--- config.mk ---
export PLATFORM = sky130hd
export DESIGN_NAME = snn_readout
export DESIGN_NICKNAME = d
export VERILOG_FILES = /design/src/rtl/snn_pkg.sv /design/src/rtl/snn_spike_counter.sv /design/src/rtl/snn_readout.sv
export SDC_FILE = /design/constraint.sdc
export NUM_CORES = 1
export LEC_CHECK = 0
export CAP_MARGIN = 40
export CELL_PAD_IN_SITES_DETAIL_PLACEMENT = 1
export CELL_PAD_IN_SITES_GLOBAL_PLACEMENT = 1
export CORE_MARGIN = 3
export CORE_UTILIZATION = 30
export DETAILED_ROUTE_END_ITERATION = 6
export MAX_ROUTING_LAYER = met4
export PLACE_DENSITY = 0.69
export SYNTH_ARGS = -nofsm -noshare
export SYNTH_HDL_FRONTEND = slang
export SYNTH_SLANG_ARGS = --single-unit
--- constraint.sdc ---
create_clock -name i_clk -period 4.2 [get_ports i_clk]
set_input_delay 1.05 -clock i_clk [delete_from_list [all_inputs] [get_ports i_clk]]
set_output_delay 1.05 -clock i_clk [all_outputs]
set_load 0.02 [all_outputs]
--- src/rtl/snn_pkg.sv ---
// Shared constants and types for the SNN core and its readout stage.
package snn_pkg;

    localparam int SNN_N_CH   = 3;
    localparam int SNN_DATA_W = 8;
    localparam int SNN_WINDOW = 16;

    typedef logic [1:0] snn_class_t;

    typedef enum logic {
        BUF_EMPTY = 1'b0,
        BUF_FULL  = 1'b1
    } snn_buf_state_e;

endpackage

--- src/rtl/snn_spike_counter.sv ---
// Per-channel spike counter. The count output already includes the spike
// being sampled this cycle, so the readout sees final counts on the window-end edge.
module snn_spike_counter #(
    parameter int CNT_W = 5
) (
    input  logic             i_clk,
    input  logic             i_rst,
    input  logic             i_clr,
    input  logic             i_en,
    input  logic             i_spike,
    output logic [CNT_W-1:0] o_count
);

    logic [CNT_W-1:0] count_q, count_d;

    assign o_count = count_q + CNT_W'(i_en && i_spike);

    always_comb begin
        count_d = count_q;
        if (i_en) count_d = i_clr ? '0 : o_count;
    end

    always_ff @(posedge i_clk) begin
        if (i_rst) count_q <= '0;
        else       count_q <= count_d;
    end

endmodule

--- src/rtl/snn_readout.sv ---
// Windowed spike-count readout: per-channel counts, argmax class, and a
// one-entry result buffer with valid/ready output and sticky overrun flag.
module snn_readout
    import snn_pkg::*;
#(
    parameter int   DATA_W = SNN_DATA_W,
    parameter int   WINDOW = SNN_WINDOW,
    localparam int  CNT_W  = $clog2(WINDOW + 1)
) (
    input  logic              i_clk,
    input  logic              i_rst,
    input  logic              i_valid,
    input  logic [DATA_W-1:0] i_data0,
    input  logic [DATA_W-1:0] i_data1,
    input  logic [DATA_W-1:0] i_data2,
    output logic              o_valid,
    input  logic              i_ready,
    output logic [1:0]        o_class,
    output logic [CNT_W-1:0]  o_count0,
    output logic [CNT_W-1:0]  o_count1,
    output logic [CNT_W-1:0]  o_count2,
    output logic              o_overrun
);

    logic [DATA_W-1:0] data     [SNN_N_CH];
    logic [CNT_W-1:0]  cnt_fin  [SNN_N_CH];
    logic [CNT_W-1:0]  cnt_q    [SNN_N_CH];
    logic [CNT_W-1:0]  step_q;
    logic              win_end;
    snn_class_t        class_d, class_q;
    snn_buf_state_e    state_q;
    logic              valid_q, overrun_q;

    assign data[0] = i_data0;
    assign data[1] = i_data1;
    assign data[2] = i_data2;

    assign win_end = i_valid && (step_q == CNT_W'(WINDOW - 1));

    for (genvar ch = 0; ch < SNN_N_CH; ch++) begin : g_cnt
        snn_spike_counter #(.CNT_W(CNT_W)) u_cnt (
            .i_clk   (i_clk),
            .i_rst   (i_rst),
            .i_clr   (win_end),
            .i_en    (i_valid),
            .i_spike (|data[ch]),
            .o_count (cnt_fin[ch])
        );
    end

    always_ff @(posedge i_clk) begin
        if (i_rst)        step_q <= '0;
        else if (i_valid) step_q <= win_end ? '0 : step_q + 1'b1;
    end

    // >= comparisons make ties resolve toward the lower channel index.
    always_comb begin
        class_d = snn_class_t'(2);
        if (cnt_fin[0] >= cnt_fin[1] && cnt_fin[0] >= cnt_fin[2]) class_d = snn_class_t'(0);
        else if (cnt_fin[1] >= cnt_fin[2])                        class_d = snn_class_t'(1);
    end

    always_ff @(posedge i_clk) begin
        if (i_rst) begin
            state_q   <= BUF_EMPTY;
            valid_q   <= 1'b0;
            overrun_q <= 1'b0;
            class_q   <= '0;
            for (int ch = 0; ch < SNN_N_CH; ch++) cnt_q[ch] <= '0;
        end else begin
            case (state_q)
                BUF_EMPTY: begin
                    if (win_end) begin
                        state_q <= BUF_FULL;
                        valid_q <= 1'b1;
                        class_q <= class_d;
                        for (int ch = 0; ch < SNN_N_CH; ch++) cnt_q[ch] <= cnt_fin[ch];
                    end
                end
                BUF_FULL: begin
                    if (i_ready) begin
                        if (win_end) begin
                            class_q <= class_d;
                            for (int ch = 0; ch < SNN_N_CH; ch++) cnt_q[ch] <= cnt_fin[ch];
                        end else begin
                            state_q <= BUF_EMPTY;
                            valid_q <= 1'b0;
                        end
                    end else if (win_end) begin
                        overrun_q <= 1'b1;
                    end
                end
                default: begin
                    state_q <= BUF_EMPTY;
                    valid_q <= 1'b0;
                end
            endcase
        end
    end

    assign o_valid   = valid_q;
    assign o_class   = class_q;
    assign o_count0  = cnt_q[0];
    assign o_count1  = cnt_q[1];
    assign o_count2  = cnt_q[2];
    assign o_overrun = overrun_q;

endmodule

==> results of run 1 <==
[registers in the layout (all words and copies together) (netlist names)]
register	count
o_class	2
o_valid	1
step_q	5
state_q	1
cnt_q	15
g_cnt.u_cnt.count_q	15
o_overrun	1
[cells in the final DEF, fill, tap and decap left out, types with 3 or more instances in the layout]
master and instances:
sky130_fd_sc_hd__clkdlybuf4s50_1 46, sky130_fd_sc_hd__nor2_1 27, sky130_fd_sc_hd__a21oi_1 25, sky130_fd_sc_hd__dfxtp_1 25, sky130_fd_sc_hd__edfxtp_1 15, sky130_fd_sc_hd__nand2_1 14
sky130_fd_sc_hd__ha_1 14, sky130_fd_sc_hd__nand3_1 12, sky130_fd_sc_hd__nand2b_1 9, sky130_fd_sc_hd__inv_1 7, sky130_fd_sc_hd__xor2_1 7, sky130_fd_sc_hd__xnor2_1 7
sky130_fd_sc_hd__clkbuf_8 7, sky130_fd_sc_hd__nor4_1 6, sky130_fd_sc_hd__and2_1 4, sky130_fd_sc_hd__nor2b_1 4, sky130_fd_sc_hd__buf_4 4, sky130_fd_sc_hd__o21ai_0 3
sky130_fd_sc_hd__nand3b_1 3, sky130_fd_sc_hd__nor3_1 3
[kinds of logic after synthesis]
group	synth area share [%]
flops	46.7
compound gates	11.9
simple gates	21.1
xor+xnor	6.02
mux	0.492
buf+inv	3.07
fa+ha+maj	10.7
[metrics by stage]
step	worst slack, ns	power [mW]
floorplan	0.832	0.493
global placement	0.322	0.544
detailed placement	0.286	0.548
CTS	0.538	0.830
global route	0.419	0.863
finish	0.569	0.822
[routing by layer]
metal / track usage, % / wire, um / up-vias
met5: - / 0 / -
met4: 3.71 / 53 / 0
met3: 3.35 / 148 / 5
met2: 24.9 / 2570 / 25
met1: 15.8 / 2140 / 806
li1: - / - / 847
[worst max-delay path: stages]
cell and delay (ns):
sky130_fd_sc_hd__clkdlybuf4s50_1 0.40, sky130_fd_sc_hd__nor4_1 0.29, sky130_fd_sc_hd__a21oi_1 0.11, sky130_fd_sc_hd__ha_1 0.20
sky130_fd_sc_hd__ha_1 0.31, sky130_fd_sc_hd__inv_1 0.10, sky130_fd_sc_hd__ha_1 0.33, sky130_fd_sc_hd__a221oi_2 0.24
sky130_fd_sc_hd__a21oi_1 0.07, sky130_fd_sc_hd__maj3_2 0.33, sky130_fd_sc_hd__maj3_2 0.32, sky130_fd_sc_hd__o21ai_2 0.12
[path summary, 6_finish.rpt]
path            endpoint        from
max           o_class[1]  i_data2[5]
min           o_class[1]  o_class[1]
max reg2reg  cnt_q[0][6]   step_q[0]
min reg2reg   o_class[1]  o_class[1]
[area by class of cell]
type                            count  area [um^2]  area share, %
Timing Repair Buffer               50          490           18.2
Sequential cell                    40          951           35.3
Tap cell                           77         96.3           3.58
Inverter                            8         30.0           1.12
Clock buffer                        8          100           3.72
Multi-Input combinational cell    159         1020           38.0
[power by group through the flow]
stage	registers [mW]	clock network (mW)	logic, mW
after floorplan	0.432	0	0.0613
after global placement	0.424	0	0.120
after detailed placement	0.425	0	0.123
after CTS	0.416	0.288	0.125
after global routing	0.417	0.309	0.137
final	0.416	0.282	0.124
==> results.txt, run 1 <==
Summed negative setup slack over all endpoints: 0 ns
Slack of the worst reg-to-reg path: 1.71 ns
Proportion of power drawn by combinational gates: 15.0%
CTS Sinks: 40
Critical path required time: 4.44 ns
Nets: 306
Min-Delay Path Class: reg2reg
Status: completed
Most used DFF post-synth: sky130_fd_sc_hd__dfxtp_1
Worst R2R Path Depth: 7
Residual DRC: 0
Cell taking the most area after synthesis: sky130_fd_sc_hd__dfxtp_1
Overflow after GRT: 0
Sequential Power Share: 50.6%
Final setup fails: 0
Commonest cells in the synthesized netlist: sky130_fd_sc_hd__nor2_1 (27), sky130_fd_sc_hd__a21oi_1 (25), sky130_fd_sc_hd__dfxtp_1 (25)
Antenna violation net count after detailed routing: 0
Min Clock Period, post-route: 3.63 ns
Clock latency on the worst-skew pair: 0.29 ns
Count of cell types in the netlist: 36
Actual slew at the worst max-slew pin: 0.671 ns
Proportion of register bits with asynchronous set or reset after synthesis: 0%
Share of the clock period used by the worst path: 86.4%
Max H-tree Level: 2
Total number of vias: 1683
Final weighted congestion in routability-driven placement: 0.704
Post-placement cell count: 334
Vert. Die Dim: 88.4 um
Final Hold Violating Endpoints: 0
Maximum count of clock buffers along a single path: 2
DRC marker count from the first detailed-route iteration: 37
Worst setup SP type: input port
Endpoint kind of the worst setup timing path: register
LEAKAGE: 1.01 nW
Count of TritonRoute iterations in the first routing pass: 4
Global-route usage over all layers: 14.1%
Clock tree from TritonCTS: yes
Number of nets produced by synthesis: 257
Diodes inserted: 0
Layout filler cell count: 747
Proportion of power drawn by the clock network: 34.4%
CTS Root Cell: sky130_fd_sc_hd__clkbuf_8
Category of the most critical setup path: in2reg
Pin count of the biggest net entering global routing: 24
Total wire length after detailed routing: 4910 um
Layout cells sized above 1: 6.79%
Number of post-CTS setup repair buffers: 0
Maximum clock frequency: 275 MHz
DIE AREA: 7810 um^2
Data arrival, critical path: 3.87 ns
Number of warnings issued by yosys: 0
Average instance area after synthesis: 9.47 um^2
RSZ-0062 raised after global routing: no
Maximum fanout encountered on the critical timing path: 3
Max Cap Viol: 0
Power per Cell Area: 305 nW/um^2
Core occupancy in the finished layout: 41.7%
Number of enable flip-flop cells after synthesis: 15
Area added between synthesis and finish: 32.1%
Floorplan core area: 6460 um^2
Count of cells resized by post-cts repair: 0
Cts bufs inserted: 5
Switching fraction of total power: 23.7%
Via-to-Cell Ratio: 4.92
Floorplan row count: 29
Final standard cell count with taps included and fillers excluded: 342
Half-perimeter wire length of the detailed placement result: 3720 um
Worst hold stages: 2
Post-DR wirelength/cell: 14.4 um
Share of the synthesized area in the top cell type: 24.6%
Power dissipated by switching net loads: 0.195 mW
Cells taking the most area after synthesis: sky130_fd_sc_hd__dfxtp_1 (25%), sky130_fd_sc_hd__edfxtp_1 (22%), sky130_fd_sc_hd__ha_1 (8.6%)
Flop and latch count out of synthesis: 40
First-pass GRT wire length: 8200 um
Max-Slew Margin vs Limit: 55.3%
Starting density of the core: 31.5%
Clock transition at the registers of the reported paths: 0.08 ns
Fin. max-slew vios: 0
Area of all placed cells without fillers: 2690 um^2
Final worst clock skew: 0.00688 ns
Seq/Total Area, Yosys: 46.7%
Post-Syn Area: 2040 um^2
Count of hold-fix buffers inserted at cts: 0
Overall die width: 88.4 um
Post-place instance area: 2590 um^2
Worst IR drop on VDD: 0.000112 V
Worst hold slack after final layout: 0.472 ns
Internal power: 0.627 mW
Port buffer count: 46
Number of top-level pins: 47
Number of instances in the synthesized netlist: 215
Number of antenna violations at the first check in global routing: 0
Cell with the most instances after synthesis: sky130_fd_sc_hd__nor2_1
Via count of the first global-routing pass: 1712
(Power assumes the default switching activity.)
==> inputs of run 2 (changes only) <==
--- a/config.mk
+++ b/config.mk
@@ -11,6 +11,7 @@
 export CORE_MARGIN = 3
 export CORE_UTILIZATION = 30
 export DETAILED_ROUTE_END_ITERATION = 6
+export HOLD_SLACK_MARGIN = 0.08
 export MAX_ROUTING_LAYER = met4
 export PLACE_DENSITY = 0.69
 export SYNTH_ARGS = -nofsm -noshare
==> results of run 2 <==
No change in the layout: final DEF, timing and power equal those of run 1.
==> inputs of run 3 (changes only) <==
--- a/config.mk
+++ b/config.mk
@@ -8,12 +8,12 @@
 export CAP_MARGIN = 40
 export CELL_PAD_IN_SITES_DETAIL_PLACEMENT = 1
 export CELL_PAD_IN_SITES_GLOBAL_PLACEMENT = 1
-export CORE_MARGIN = 3
 export CORE_UTILIZATION = 30
 export DETAILED_ROUTE_END_ITERATION = 6
+export DONT_BUFFER_PORTS = 1
 export HOLD_SLACK_MARGIN = 0.08
 export MAX_ROUTING_LAYER = met4
-export PLACE_DENSITY = 0.69
+export PLACE_DENSITY = 0.57
 export SYNTH_ARGS = -nofsm -noshare
 export SYNTH_HDL_FRONTEND = slang
 export SYNTH_SLANG_ARGS = --single-unit
==> run 3 against run 2 <==
Net effect: the run now ends with DRC left; via count down 12%; sequential power up 2%; critical path type unchanged; clock skew about the same; critical endpoint unchanged; largest cell class unchanged; setup slack better by 0.45 ns; register-to-register slack about the same; combinational power down 44%; total power down 2.1%; non-clock buffer count down 48.
==> results.txt, run 3 (synthesis results as in run 1) <==
CTS Sinks: 40 (unchanged)
Floorplan core area: 6460 um^2 (unchanged)
Data arrival, critical path: 3.42 ns (was 3.87 ns)
Count of TritonRoute iterations in the first routing pass: 6 (was 4)
Vert. Die Dim: 84.4 um (was 88.4 um)
Most frequent cells in the layout: sky130_fd_sc_hd__nor2_1 (27), sky130_fd_sc_hd__a21oi_1 (25), sky130_fd_sc_hd__dfxtp_1 (25) (was sky130_fd_sc_hd__clkdlybuf4s50_1 (46), sky130_fd_sc_hd__nor2_1 (27), sky130_fd_sc_hd__a21oi_1 (25), sky130_fd_sc_hd__dfxtp_1 (25), sky130_fd_sc_hd__edfxtp_1 (15))
Actual slew at the worst max-slew pin: 0.616 ns (was 0.671 ns)
Residual DRC: 3 (was 0)
Power per Cell Area: 362 nW/um^2 (was 305 nW/um^2)
Floorplan row count: 29 (unchanged)
Area taken by multi-input logic gates: 1020 um^2 (unchanged)
Post-DR wirelength/cell: 14.3 um (was 14.4 um)
Final weighted congestion in routability-driven placement: 0.677 (was 0.704)
Total wire length after detailed routing: 4210 um (was 4910 um)
RSZ-0062 raised after global routing: no (unchanged)
Total number of vias: 1473 (was 1683)
Max H-tree Level: 2 (unchanged)
Count of hold-fix buffers inserted at cts: 0 (unchanged)
Worst R2R Path Depth: 7 (unchanged)
Endpoint kind of the worst setup timing path: register (unchanged)
Sequential standard cell area: 951 um^2 (unchanged)
First-pass GRT wire length: 6910 um (was 8200 um)
Final worst setup slack: 1.02 ns (was 0.569 ns)
Post-place instance area: 2110 um^2 (was 2590 um^2)
Max-Slew Margin vs Limit: 58.9% (was 55.3%)
Worst hold stages: 2 (unchanged)
Layout filler cell count: 747 (unchanged)
Maximum count of clock buffers along a single path: 2 (unchanged)
CTS Root Cell: sky130_fd_sc_hd__clkbuf_8 (unchanged)
Share of the clock period used by the worst path: 75.8% (was 86.4%)
Total power after layout: 0.805 mW (was 0.822 mW)
Leading cell type in the layout, fill and taps excluded: sky130_fd_sc_hd__nor2_1 (was sky130_fd_sc_hd__clkdlybuf4s50_1)
Post-Place Worst Slack: 0.677 ns (was 0.286 ns)
DIE AREA: 7120 um^2 (was 7810 um^2)
Worst IR drop on VDD: 0.000124 V (was 0.000112 V)
Number of post-CTS setup repair buffers: 0 (unchanged)
Nets: 258 (was 306)
Pin count of the biggest net entering global routing: 29 (was 24)
Area of all placed cells without fillers: 2220 um^2 (was 2690 um^2)
Final setup fails: 0 (unchanged)
Antenna violation net count after detailed routing: 0 (unchanged)
Critical path required time: 4.43 ns (was 4.44 ns)
Worst hold slack after final layout: 0.464 ns (was 0.472 ns)
DRC marker count from the first detailed-route iteration: 54 (was 37)
Overflow after GRT: 0 (unchanged)
Count of cells resized by post-cts repair: 0 (unchanged)
Cts bufs inserted: 5 (unchanged)
Area added between synthesis and finish: 9.10% (was 32.1%)
Summed negative setup slack over all endpoints: 0 ns (unchanged)
LEAKAGE: 0.829 nW (was 1.01 nW)
Port buffer count: 0 (was 46)
Min-Delay Path Class: reg2reg (unchanged)
Min Clock Period, post-route: 3.18 ns (was 3.63 ns)
Clock tree from TritonCTS: yes (unchanged)
Overall die width: 84.4 um (was 88.4 um)
Biggest registers after layout: cnt_q x15, g_cnt.u_cnt.count_q x15, step_q x5 (unchanged)
Layout cells sized above 1: 6.91% (was 6.79%)
Max Cap Viol: 0 (unchanged)
Number of top-level pins: 47 (unchanged)
Maximum clock frequency: 314 MHz (was 275 MHz)
Maximum fanout encountered on the critical timing path: 3 (unchanged)
Final worst clock skew: 0.00709 ns (was 0.00688 ns)
Violated checks: DRC
Starting density of the core: 31.5% (unchanged)
Category of the most critical setup path: in2reg (unchanged)
Number of antenna violations at the first check in global routing: 0 (unchanged)
Final standard cell count with taps included and fillers excluded: 294 (was 342)
Via-to-Cell Ratio: 5.01 (was 4.92)
Global-route usage over all layers: 13.0% (was 14.1%)
Diodes inserted: 0 (unchanged)
Via count of the first global-routing pass: 1459 (was 1712)
Final Hold Violating Endpoints: 0 (unchanged)
Status: finished with violations (was completed)
Clock transition at the registers of the reported paths: 0.08 ns (about the same)
Half-perimeter wire length of the detailed placement result: 3120 um (was 3720 um)
Fin. max-slew vios: 0 (unchanged)
Worst setup SP type: input port (unchanged)
Post-placement cell count: 286 (was 334)
Core occupancy in the finished layout: 34.4% (was 41.7%)
Clock latency on the worst-skew pair: 0.29 ns (about the same)
## run 3: worst paths after layout
check | start | end | slack [ns]
max reg2reg | step_q[0] | cnt_q[0][5] | 1.72
min reg2reg | g_cnt[0].u_cnt.count_q[0] | g_cnt[0].u_cnt.count_q[0] | 0.46
min | g_cnt[0].u_cnt.count_q[0] | g_cnt[0].u_cnt.count_q[0] | 0.46
max | i_data2[5] | o_class[1] | 1.02
## run 3: power breakdown
part           total, mW  switching (mW)  internal [mW]
logic             0.0694          0.0356         0.0338
clock network      0.312           0.138          0.173
registers          0.424          0.0121          0.412
## run 3: critical path: stages
cell and delay (ns):
sky130_fd_sc_hd__nor4_1 0.27, sky130_fd_sc_hd__a21oi_1 0.10, sky130_fd_sc_hd__ha_1 0.22, sky130_fd_sc_hd__ha_1 0.31
sky130_fd_sc_hd__inv_1 0.08, sky130_fd_sc_hd__ha_1 0.30, sky130_fd_sc_hd__a221oi_2 0.24, sky130_fd_sc_hd__a21oi_1 0.08
sky130_fd_sc_hd__maj3_2 0.33, sky130_fd_sc_hd__maj3_2 0.32, sky130_fd_sc_hd__o21ai_2 0.12
## run 3: area by class of cell
cell class	count	share of cell area (%)
clock buffer	5	3.10
clock inverter	3	1.69
tap	77	4.34
timing repair buffer	2	0.676
inverter	8	1.35
multi-input combinational	159	46.0
sequential	40	42.8
## run 3: per-layer routing
metal	track usage [%]	part of all wire, %
met2	20.5	48
met4	5.08	0.90
met1	15.8	49
met5	-	0
met3	3.44	2.9
